**config.mk**
```make
export PLATFORM = sky130hd
export DESIGN_NAME = delay_ctrl_flat
export DESIGN_NICKNAME = d
export VERILOG_FILES = /design/src/rtl/delay_ctrl_if.sv /design/src/rtl/delay_ctrl.sv /design/src/flat_wrapper.sv
export SDC_FILE = /design/constraint.sdc
export NUM_CORES = 1
export LEC_CHECK = 0
export ABC_AREA = 1
export CAP_MARGIN = 0
export CORE_ASPECT_RATIO = 0.6
export CORE_MARGIN = 1.5
export CORE_UTILIZATION = 40
export CTS_CLUSTER_SIZE = 20
export DETAILED_ROUTE_END_ITERATION = 10
export DONT_BUFFER_PORTS = 1
export PLACE_DENSITY = 0.51
export SLEW_MARGIN = 0
export SYNTH_ARGS = -nofsm -noshare
export SYNTH_HDL_FRONTEND = slang
export SYNTH_SLANG_ARGS = --single-unit
```
**constraint.sdc**
```tcl
create_clock -name clk_i -period 6.8 [get_ports clk_i]
set_clock_uncertainty 0.15 [all_clocks]
set_input_delay 1.7 -clock clk_i [delete_from_list [all_inputs] [get_ports clk_i]]
set_output_delay 1.7 -clock clk_i [all_outputs]
set_load 0.02 [all_outputs]
```
**src/rtl/delay_ctrl_if.sv**
```systemverilog
// delay_ctrl_if: sample stream and depth-config handshake bundle for delay_ctrl
interface delay_ctrl_if #(
  parameter int DATA_W = 48,
  parameter int DW     = 6
) ();
  logic [DATA_W-1:0] data_i;
  logic              valid_i;
  logic [DW-1:0]     cfg_depth_i;
  logic              cfg_req_i;
  logic              cfg_ack_o;
  logic              cfg_err_o;
  logic [DATA_W-1:0] data_o;
  logic              valid_o;
  logic              busy_o;
  modport master (
    output data_i, valid_i, cfg_depth_i, cfg_req_i,
    input  cfg_ack_o, cfg_err_o, data_o, valid_o, busy_o
  );
  modport slave (
    input  data_i, valid_i, cfg_depth_i, cfg_req_i,
    output cfg_ack_o, cfg_err_o, data_o, valid_o, busy_o
  );
endinterface

```
**src/rtl/delay_ctrl.sv**
```systemverilog
// delay_ctrl: runtime-programmable sample delay over a RAM ring buffer with FILL/RUN/FLUSH gating
// Optional bypass path enabled by defining DELAY_CTRL_BYPASS_EN.
module delay_ctrl #(
  parameter int DATA_W    = 48,
  parameter int MAX_DEPTH = 32,
  parameter int DEF_DEPTH = 15
) (
  input  logic         clk_i,
  input  logic         rst_ni,
`ifdef DELAY_CTRL_BYPASS_EN
  input  logic         bypass_i,
`endif
  delay_ctrl_if.slave  bus
);
  localparam int AW = $clog2(MAX_DEPTH);
  localparam int DW = AW + 1;
  localparam logic [DW-1:0] MAXD = DW'(MAX_DEPTH - 1);
  typedef enum logic [1:0] {IDLE, FILL, RUN, FLUSH} state_t;
  state_t            state, state_nx;
  logic [DW-1:0]     depth, fill, new_depth;
  logic [AW-1:0]     wp, rd_idx;
  logic              acc, cfg_acc, clamp, ok, nx_valid, nx_load;
  logic [DATA_W-1:0] rd_data, nx_data;
  logic [DATA_W-1:0] mem [MAX_DEPTH];
  // Decode accepts, clamp the requested depth and pick the outgoing sample.
  // A config accept applies its new depth to a sample accepted in the same cycle.
  always_comb begin
    acc       = bus.valid_i;
    cfg_acc   = bus.cfg_req_i && !bus.cfg_ack_o;
    clamp     = bus.cfg_depth_i > MAXD;
    new_depth = clamp ? MAXD : bus.cfg_depth_i;
    rd_idx    = wp - depth[AW-1:0];
    rd_data   = (cfg_acc || depth == '0) ? bus.data_i : mem[rd_idx];
    ok        = cfg_acc ? new_depth == '0 : fill >= depth;
    state_nx  = cfg_acc ? FLUSH :
                (acc && ok) ? RUN :
                acc ? FILL :
                state == FLUSH ? (depth == '0 ? RUN : FILL) : state;
`ifdef DELAY_CTRL_BYPASS_EN
    nx_valid  = bypass_i ? acc : acc && ok;
    nx_load   = bypass_i || (acc && ok);
    nx_data   = bypass_i ? bus.data_i : rd_data;
`else
    nx_valid  = acc && ok;
    nx_load   = acc && ok;
    nx_data   = rd_data;
`endif
  end
  // Ring storage: written on every accept, never reset.
  always_ff @(posedge clk_i) begin
    if (acc) mem[wp] <= bus.data_i;
  end
  // Control state, fill tracking and registered outputs.
  always_ff @(posedge clk_i or negedge rst_ni) begin
    if (!rst_ni) begin
      state         <= IDLE;
      depth         <= DW'(DEF_DEPTH);
      fill          <= '0;
      wp            <= '0;
      bus.data_o    <= '0;
      bus.valid_o   <= 1'b0;
      bus.cfg_ack_o <= 1'b0;
      bus.cfg_err_o <= 1'b0;
      bus.busy_o    <= 1'b1;
    end else begin
      state         <= state_nx;
      bus.busy_o    <= state_nx != RUN;
      bus.cfg_ack_o <= cfg_acc;
      bus.cfg_err_o <= cfg_acc && clamp;
      bus.valid_o   <= nx_valid;
      if (nx_load) bus.data_o <= nx_data;
      if (acc) wp <= wp + 1'b1;
      if (cfg_acc) begin
        depth <= new_depth;
        fill  <= DW'(acc && new_depth != '0);
      end else if (acc && fill < depth) begin
        fill <= fill + 1'b1;
      end
    end
  end
endmodule

```
**src/flat_wrapper.sv**
```systemverilog
// flat-port wrapper written by rule: the top's interface ports become plain ports
module delay_ctrl_flat 
#(
  parameter int DATA_W    = 48,
  parameter int MAX_DEPTH = 32,
  parameter int DEF_DEPTH = 15
)
  (clk_i, rst_ni, bus_data_i, bus_valid_i, bus_cfg_depth_i, bus_cfg_req_i, bus_cfg_ack_o, bus_cfg_err_o, bus_data_o, bus_valid_o, bus_busy_o);
  delay_ctrl_if #(.DATA_W(DATA_W), .DW(6)) bus_i ();
  input  logic clk_i;
  input  logic rst_ni;
  input wire logic [$bits(bus_i.data_i)-1:0] bus_data_i;
  input wire logic [$bits(bus_i.valid_i)-1:0] bus_valid_i;
  input wire logic [$bits(bus_i.cfg_depth_i)-1:0] bus_cfg_depth_i;
  input wire logic [$bits(bus_i.cfg_req_i)-1:0] bus_cfg_req_i;
  output wire logic [$bits(bus_i.cfg_ack_o)-1:0] bus_cfg_ack_o;
  output wire logic [$bits(bus_i.cfg_err_o)-1:0] bus_cfg_err_o;
  output wire logic [$bits(bus_i.data_o)-1:0] bus_data_o;
  output wire logic [$bits(bus_i.valid_o)-1:0] bus_valid_o;
  output wire logic [$bits(bus_i.busy_o)-1:0] bus_busy_o;
  assign bus_i.data_i = bus_data_i;
  assign bus_i.valid_i = bus_valid_i;
  assign bus_i.cfg_depth_i = bus_cfg_depth_i;
  assign bus_i.cfg_req_i = bus_cfg_req_i;
  assign bus_cfg_ack_o = bus_i.cfg_ack_o;
  assign bus_cfg_err_o = bus_i.cfg_err_o;
  assign bus_data_o = bus_i.data_o;
  assign bus_valid_o = bus_i.valid_o;
  assign bus_busy_o = bus_i.busy_o;
  delay_ctrl #(.DATA_W(DATA_W), .MAX_DEPTH(MAX_DEPTH), .DEF_DEPTH(DEF_DEPTH)) u_core (.clk_i(clk_i), .rst_ni(rst_ni), .bus(bus_i));
endmodule
```
======== Word level (Yosys, flattened, before mapping) ========
Memories as Yosys holds them, arrays and structs flattened.
Cells that the tools add are included.
W data, S select, Z words.
word-level totals
  register bits ........................... 71
  memory bits (writable) .................. 1536
  input bits .............................. 58
  output and inout bits ................... 52
  word-level logic and storage cells ...... 41
  memories kept ........................... 1
memory list
  name        words  width  read ports  clocked after Yosys merged registers in  wr ports  RTL line          text
  u_core.mem  32     48     1           0                                        1         delay_ctrl.sv:24  logic [DATA_W-1:0] mem [MAX_DEPTH];
operators by class
  add/sub/neg operators ................... 3
  order comparisons ....................... 3
  equal/unequal tests ..................... 2
  multiplexer cells ....................... 12
  reduce and logical (&&, ||, !) cells .... 11
operator list
  kind                   count
  $mux W48               1
  $mux W6                3
  $logic_not A6 Y1       2
  $mux W2                5
  $add A6 B1 Y6 const B  1
  $ge A6 B6 Y1           1
  $gt A6 B5 Y1 const B   1
  $lt A6 B6 Y1           1
  $reduce_bool A6 Y1     1
  $add A5 B1 Y5 const B  1
  $logic_and A1 B1 Y1    5
  $sub A5 B5 Y5          1
  $mux W1                3
  $eq A2 B2 Y1 const B   1
  $ne A2 B2 Y1 const B   1
  $reduce_bool A2 Y1     1
  $logic_not A1 Y1       1
  $logic_or A1 B1 Y1     1

======== Depth between registers and ports, before layout ========
  depth after elaboration ................. 8
  depth in mapped cells ................... 17
  mapped depth without buffers ............ 13

======== Least setup slack after synthesis ========
Ideal clock, no wire load.
  kind .................................... input to register
  from .................................... input port bus_valid_i
  to ...................................... memory u_core.mem[31][0], enable pin
  library setup time ...................... 513 ps
  arrival ................................. 5325 ps
  data required time ...................... 6137 ps
  path slack .............................. 812 ps
  stages on the path ...................... 4
  path buffers ............................ 0
  path through ............................ nand2_1 > nor2_1 > inv_1 > nor3_1
between the ends
  word-level cells in the longest chain between the ends .. 2
ends and longest elaborated chain
  element                        RTL line            text
  start: declaration             flat_wrapper.sv:13  input wire logic [$bits(bus_i.valid_i)-1:0] bus_valid_i;
  $mux W1                        delay_ctrl.sv:51    if (acc) mem[wp] <= bus.data_i;
  $mux W1 (implied by the code)  delay_ctrl.sv:51
  end: declaration               delay_ctrl.sv:24
No other way between the ends.

======== Final worst setup path ========
  from .................................... register u_core.wp[0]
  to ...................................... register u_core.bus.data_o[32]
between the ends
  word-level cells in the longest chain between the ends .. 3
ends and longest elaborated chain
  element                   RTL line             text
  start: declaration        delay_ctrl.sv:21     logic [AW-1:0] wp, rd_idx;
  start signal: assignment  delay_ctrl.sv:72     if (acc) wp <= wp + 1'b1;
  $sub A5 B5 Y5             delay_ctrl.sv:32     rd_idx = wp - depth[AW-1:0];
  $mem_v2 Z32 W48           n/a
  $mux W48                  delay_ctrl.sv:33     rd_data = (cfg_acc || depth == '0) ? bus.data_i : mem[rd_idx];
  end signal: assignment    delay_ctrl.sv:71     if (nx_load) bus.data_o <= nx_data;
  end: declaration          delay_ctrl_if.sv:21  output cfg_ack_o, cfg_err_o, data_o, valid_o, busy_o
No other way between the ends.
A chain may end at the register's enable or synchronous reset.

==> results.py <==
metrics = {
    "setup_path": {
        "worst_setup_path_startpoint": "u_core.wp[0]$_DFFE_PN0P_",
        "critPathArrivalTime_ns": 5.06,
        "worstSetupEndpointType": "flop",
        "startpoint_type": "flop",
        "reg2reg_launch_point": "u_core.wp[0]$_DFFE_PN0P_",
        "worstPathMaxFanout": 61,
        "worstPathRequired_ns": 7.35,
        "timing.setup.critical_path_class": "reg -> reg",
    },
    "sta": {
        "setup_viol_count_final": 0,
        "timing.final.hold_violations": 0,
        "grt_setup_unrepaired": "false",
        "max-slew-margin-rel_pct": 15.2,
        "fin_crit_ns": 4.51,
        "tightest_slew_ns": 1.27,
        "fin_setup_tns_ns": 0,
        "report.final.slew_viol_count": 0,
        "min_period_over_period_pct": 66.3,
        "maxClockFrequency_mhz": 222,
    },
    "logic_synthesis": {
        "cells_after_synth": 6713,
        "post_synth_instance_area_mm2": 0.0694,
        "ys_seq_area_share_pct": 69.0,
        "ys_ff_latch": 1607,
        "synth.area.top_cells": "sky130_fd_sc_hd__edfxtp_1 (66%), sky130_fd_sc_hd__nand2_1 (13%), sky130_fd_sc_hd__nand3_1 (7.4%), sky130_fd_sc_hd__inv_1 (4.9%), sky130_fd_sc_hd__dfrtp_1 (2.4%)",
        "synth_ff_type": "sky130_fd_sc_hd__edfxtp_1",
        "netlist.top_cell.by_area": "sky130_fd_sc_hd__edfxtp_1",
        "netlist.area_leader.share_pct": 66.5,
        "yosys_warnings": 0,
        "synthesized_nets": 6787,
        "syn_area_per_cell_um2": 10.3,
        "count_of_flip_flops_with_a_built_in_enable_after_synthesis": 1536,
        "async_reset_ff_share_pct": 4.42,
        "ys_types": 28,
    },
    "clock_tree": {
        "max-clock-path-buffers": 4,
        "number_of_buffers_created_by_cts": 165,
        "post_cts.repair.setup_buffers": 0,
        "holdBufCountCts": 0,
        "number_of_sinks_handled_by_clock_tree_synthesis": 1607,
        "worst_skew_pair_later_pin_latency_ns": 0.80,
        "clk_transition_reported_paths_ns": 0.06,
        "htree_num_levels": 4,
        "clockRootBuffer": "sky130_fd_sc_hd__clkbuf_16",
        "tritoncts": "yes",
        "post_cts.resized_instances": 0,
    },
    "route": {
        "detailedRoute.firstIterationViolations": 4945,
        "count_of_nets_left_with_antenna_violations_after_detail_routing": 0,
        "via_per_inst": 5.06,
        "wire_per_inst_um": 23.2,
        "dr_total_vias": 45600,
        "drt-total-wl_um": 210000,
        "dr.pass1.iters": 5,
        "drcViolationCount": 0,
    },
    "die": {
        "die_w_um": 541,
        "die_h_um": 326,
        "coreArea_mm2": 0.172,
        "io_pins": 110,
        "starting_density_of_the_core_pct": 40.2,
        "floorplan.rows": 118,
        "die_area_mm2": 0.176,
    },
    "placed_design": {
        "dp_hpwl_um": 104000,
        "buffer_ports.inserted": 0,
        "place.gp.congestion": 0.767,
    },
    "power_and_ir_drop": {
        "worst_voltage_drop_across_the_vdd_grid_mv": 0.802,
        "switching_share_pct": 43.8,
        "power.sequential.fraction_pct": 32.9,
        "fin_total_pwr_mw": 37.2,
        "p_comb_share_pct": 43.5,
        "power.density_cell_area_mw_per_mm2": 485,
        "portion_of_total_power_attributed_to_the_clock_network_pct": 23.6,
        "p_leak_nw": 31.8,
        "internal_power_mw": 20.9,
        "power.net_switching_mw": 16.3,
    },
    "grt": {
        "grt_start_max_net_pins": 202,
        "wire_length_of_the_first_global_routing_pass_um": 306000,
        "vias_in_the_first_global_route": 43300,
        "global_route.usage.total_pct": 23.7,
        "overflow": 0,
        "initial_antenna_violation_count": 3,
    },
    "worst_hold_path": {
        "holdCritPathClass": "reg -> reg",
        "hold_start": "u_core.depth[2]$_DFFE_PN1P_",
    },
    "layout": {
        "final_common_cell": "sky130_fd_sc_hd__nand2_1",
        "filler_cell_count": 16200,
        "layout_common_cells": "sky130_fd_sc_hd__nand2_1 (2382), sky130_fd_sc_hd__edfxtp_1 (1536), sky130_fd_sc_hd__nand3_1 (1028)",
        "layout.nets": 6694,
        "syn2layout_area_growth_pct": 10.7,
        "drive_above_1_share_pct": 6.78,
    },
    "status": {
        "run_status": "finished clean",
    },
    "job": {
        "maxCapViolations": 0,
    },
}
## flip-flops by register name, indices dropped and copies added, names as in the netlist
signal and flops:
u_core.depth 6, u_core.state 2, u_core.bus.busy_o 1, u_core.bus.cfg_ack_o 1, u_core.bus.cfg_err_o 1, u_core.bus.valid_o 1
u_core.fill 6, u_core.wp 5, u_core.bus.data_o 48, u_core.mem 1536
## final timing paths
| check | endpoint | slack (ns) | cells after the start |
|---|---|---|---|
| max | u_core.bus.data_o[32]$_DFFE_PN0P_ | 2.29 | 15 |
| min | u_core.depth[2]$_DFFE_PN1P_ | 0.38 | 2 |
| max reg2reg | u_core.bus.data_o[32]$_DFFE_PN0P_ | 2.29 | 15 |
| min reg2reg | u_core.depth[2]$_DFFE_PN1P_ | 0.38 | 2 |
| max in group asynchronous | u_core.bus.data_o[35]$_DFFE_PN0P_ | 5.82 | 0 |
| min in group asynchronous | u_core.bus.data_o[2]$_DFFE_PN0P_ | 0.45 | 0 |
## final cells by class
type                       count  area (um^2)  share of cell area (%)
timing repair buffer          92          953                    1.24
clock inverter                67          489                   0.637
clock buffer                 220         4540                    5.91
multi-input combinational   3853        16600                    21.7
inverter                     901         3410                    4.44
tap                         2280         2850                    3.71
antenna                        4         10.0                  0.0130
sequential                  1607        47900                    62.4
## power groups by stage
stage	Combinational [mW]	Sequential [mW]	Clock (mW)
after CTS	16.2	12.2	8.93
after global routing	18.0	12.3	9.30
final	16.2	12.2	8.79
after detailed placement	16.2	12.5	0
after floorplan	11.2	12.2	0
after global placement	16.1	12.5	0
## metal layers
layer  wire length (um)  global-route usage, %  vias up
met4               3310                   4.26        0
met2              92800                   36.6     1518
met1              99200                   35.6    22300
met5                  0                      0        -
met3              14500                   3.55      223
li1                   -                      -    21600
## critical path, cell delays in order, from the launching register on
cell	delay, ns
sky130_fd_sc_hd__dfrtp_1	0.44
sky130_fd_sc_hd__inv_1	0.18
sky130_fd_sc_hd__ha_4	0.14
sky130_fd_sc_hd__inv_1	0.05
sky130_fd_sc_hd__fa_4	1.18
sky130_fd_sc_hd__buf_4	0.70
sky130_fd_sc_hd__buf_4	0.76
sky130_fd_sc_hd__nor2_1	0.11
sky130_fd_sc_hd__o21ai_0	0.10
sky130_fd_sc_hd__nand3_1	0.09
sky130_fd_sc_hd__nand2_1	0.09
sky130_fd_sc_hd__nand2_1	0.05
sky130_fd_sc_hd__nand3_1	0.09
sky130_fd_sc_hd__nand3_1	0.09
sky130_fd_sc_hd__nand2_1	0.09
sky130_fd_sc_hd__nand2_1	0.05
## metrics by stage
stage               utilization, %  cell area, um^2  hold WS [ns]  setup WS (ns)  cells
finish                        44.5            76800         0.378           2.29   9024
global route                  44.5            76800         0.398           2.06   9020
CTS                           44.5            76800         0.371           2.28   9020
detailed placement            41.6            71800         0.348           2.31   8733
global placement              41.6            71800         0.354           2.35   8733
floorplan                        -            69400         0.324          0.812   6713
## synth_stat cells (5+ instances only)
cell type and count:
sky130_fd_sc_hd__or2_2 96, sky130_fd_sc_hd__buf_6 8, sky130_fd_sc_hd__nor2_1 237, sky130_fd_sc_hd__dfstp_2 5
sky130_fd_sc_hd__ha_1 15, sky130_fd_sc_hd__nand2_1 2384, sky130_fd_sc_hd__xor2_1 7, sky130_fd_sc_hd__buf_2 183
sky130_fd_sc_hd__buf_4 50, sky130_fd_sc_hd__nand3_1 1028, sky130_fd_sc_hd__buf_1 30, sky130_fd_sc_hd__clkbuf_1 81
sky130_fd_sc_hd__inv_1 899, sky130_fd_sc_hd__o21ai_0 63, sky130_fd_sc_hd__edfxtp_1 1536, sky130_fd_sc_hd__a21oi_1 7
sky130_fd_sc_hd__dfrtp_1 66
## cell families (layout without fill, tap and decap cells)
kind of cell | count (synthesis) | count (layout) | share of synthesized area, %
flops | 1607 | 1607 | 69.0
fa+ha+maj | 16 | 16 | 0.299
other cells | 0 | 4 | 0
xor+xnor | 9 | 9 | 0.114
compound gates | 75 | 75 | 0.563
simple gates | 3753 | 3753 | 22.5
buf+inv | 1253 | 1280 | 7.47
No activity file was read; power rests on OpenSTA's default activity.
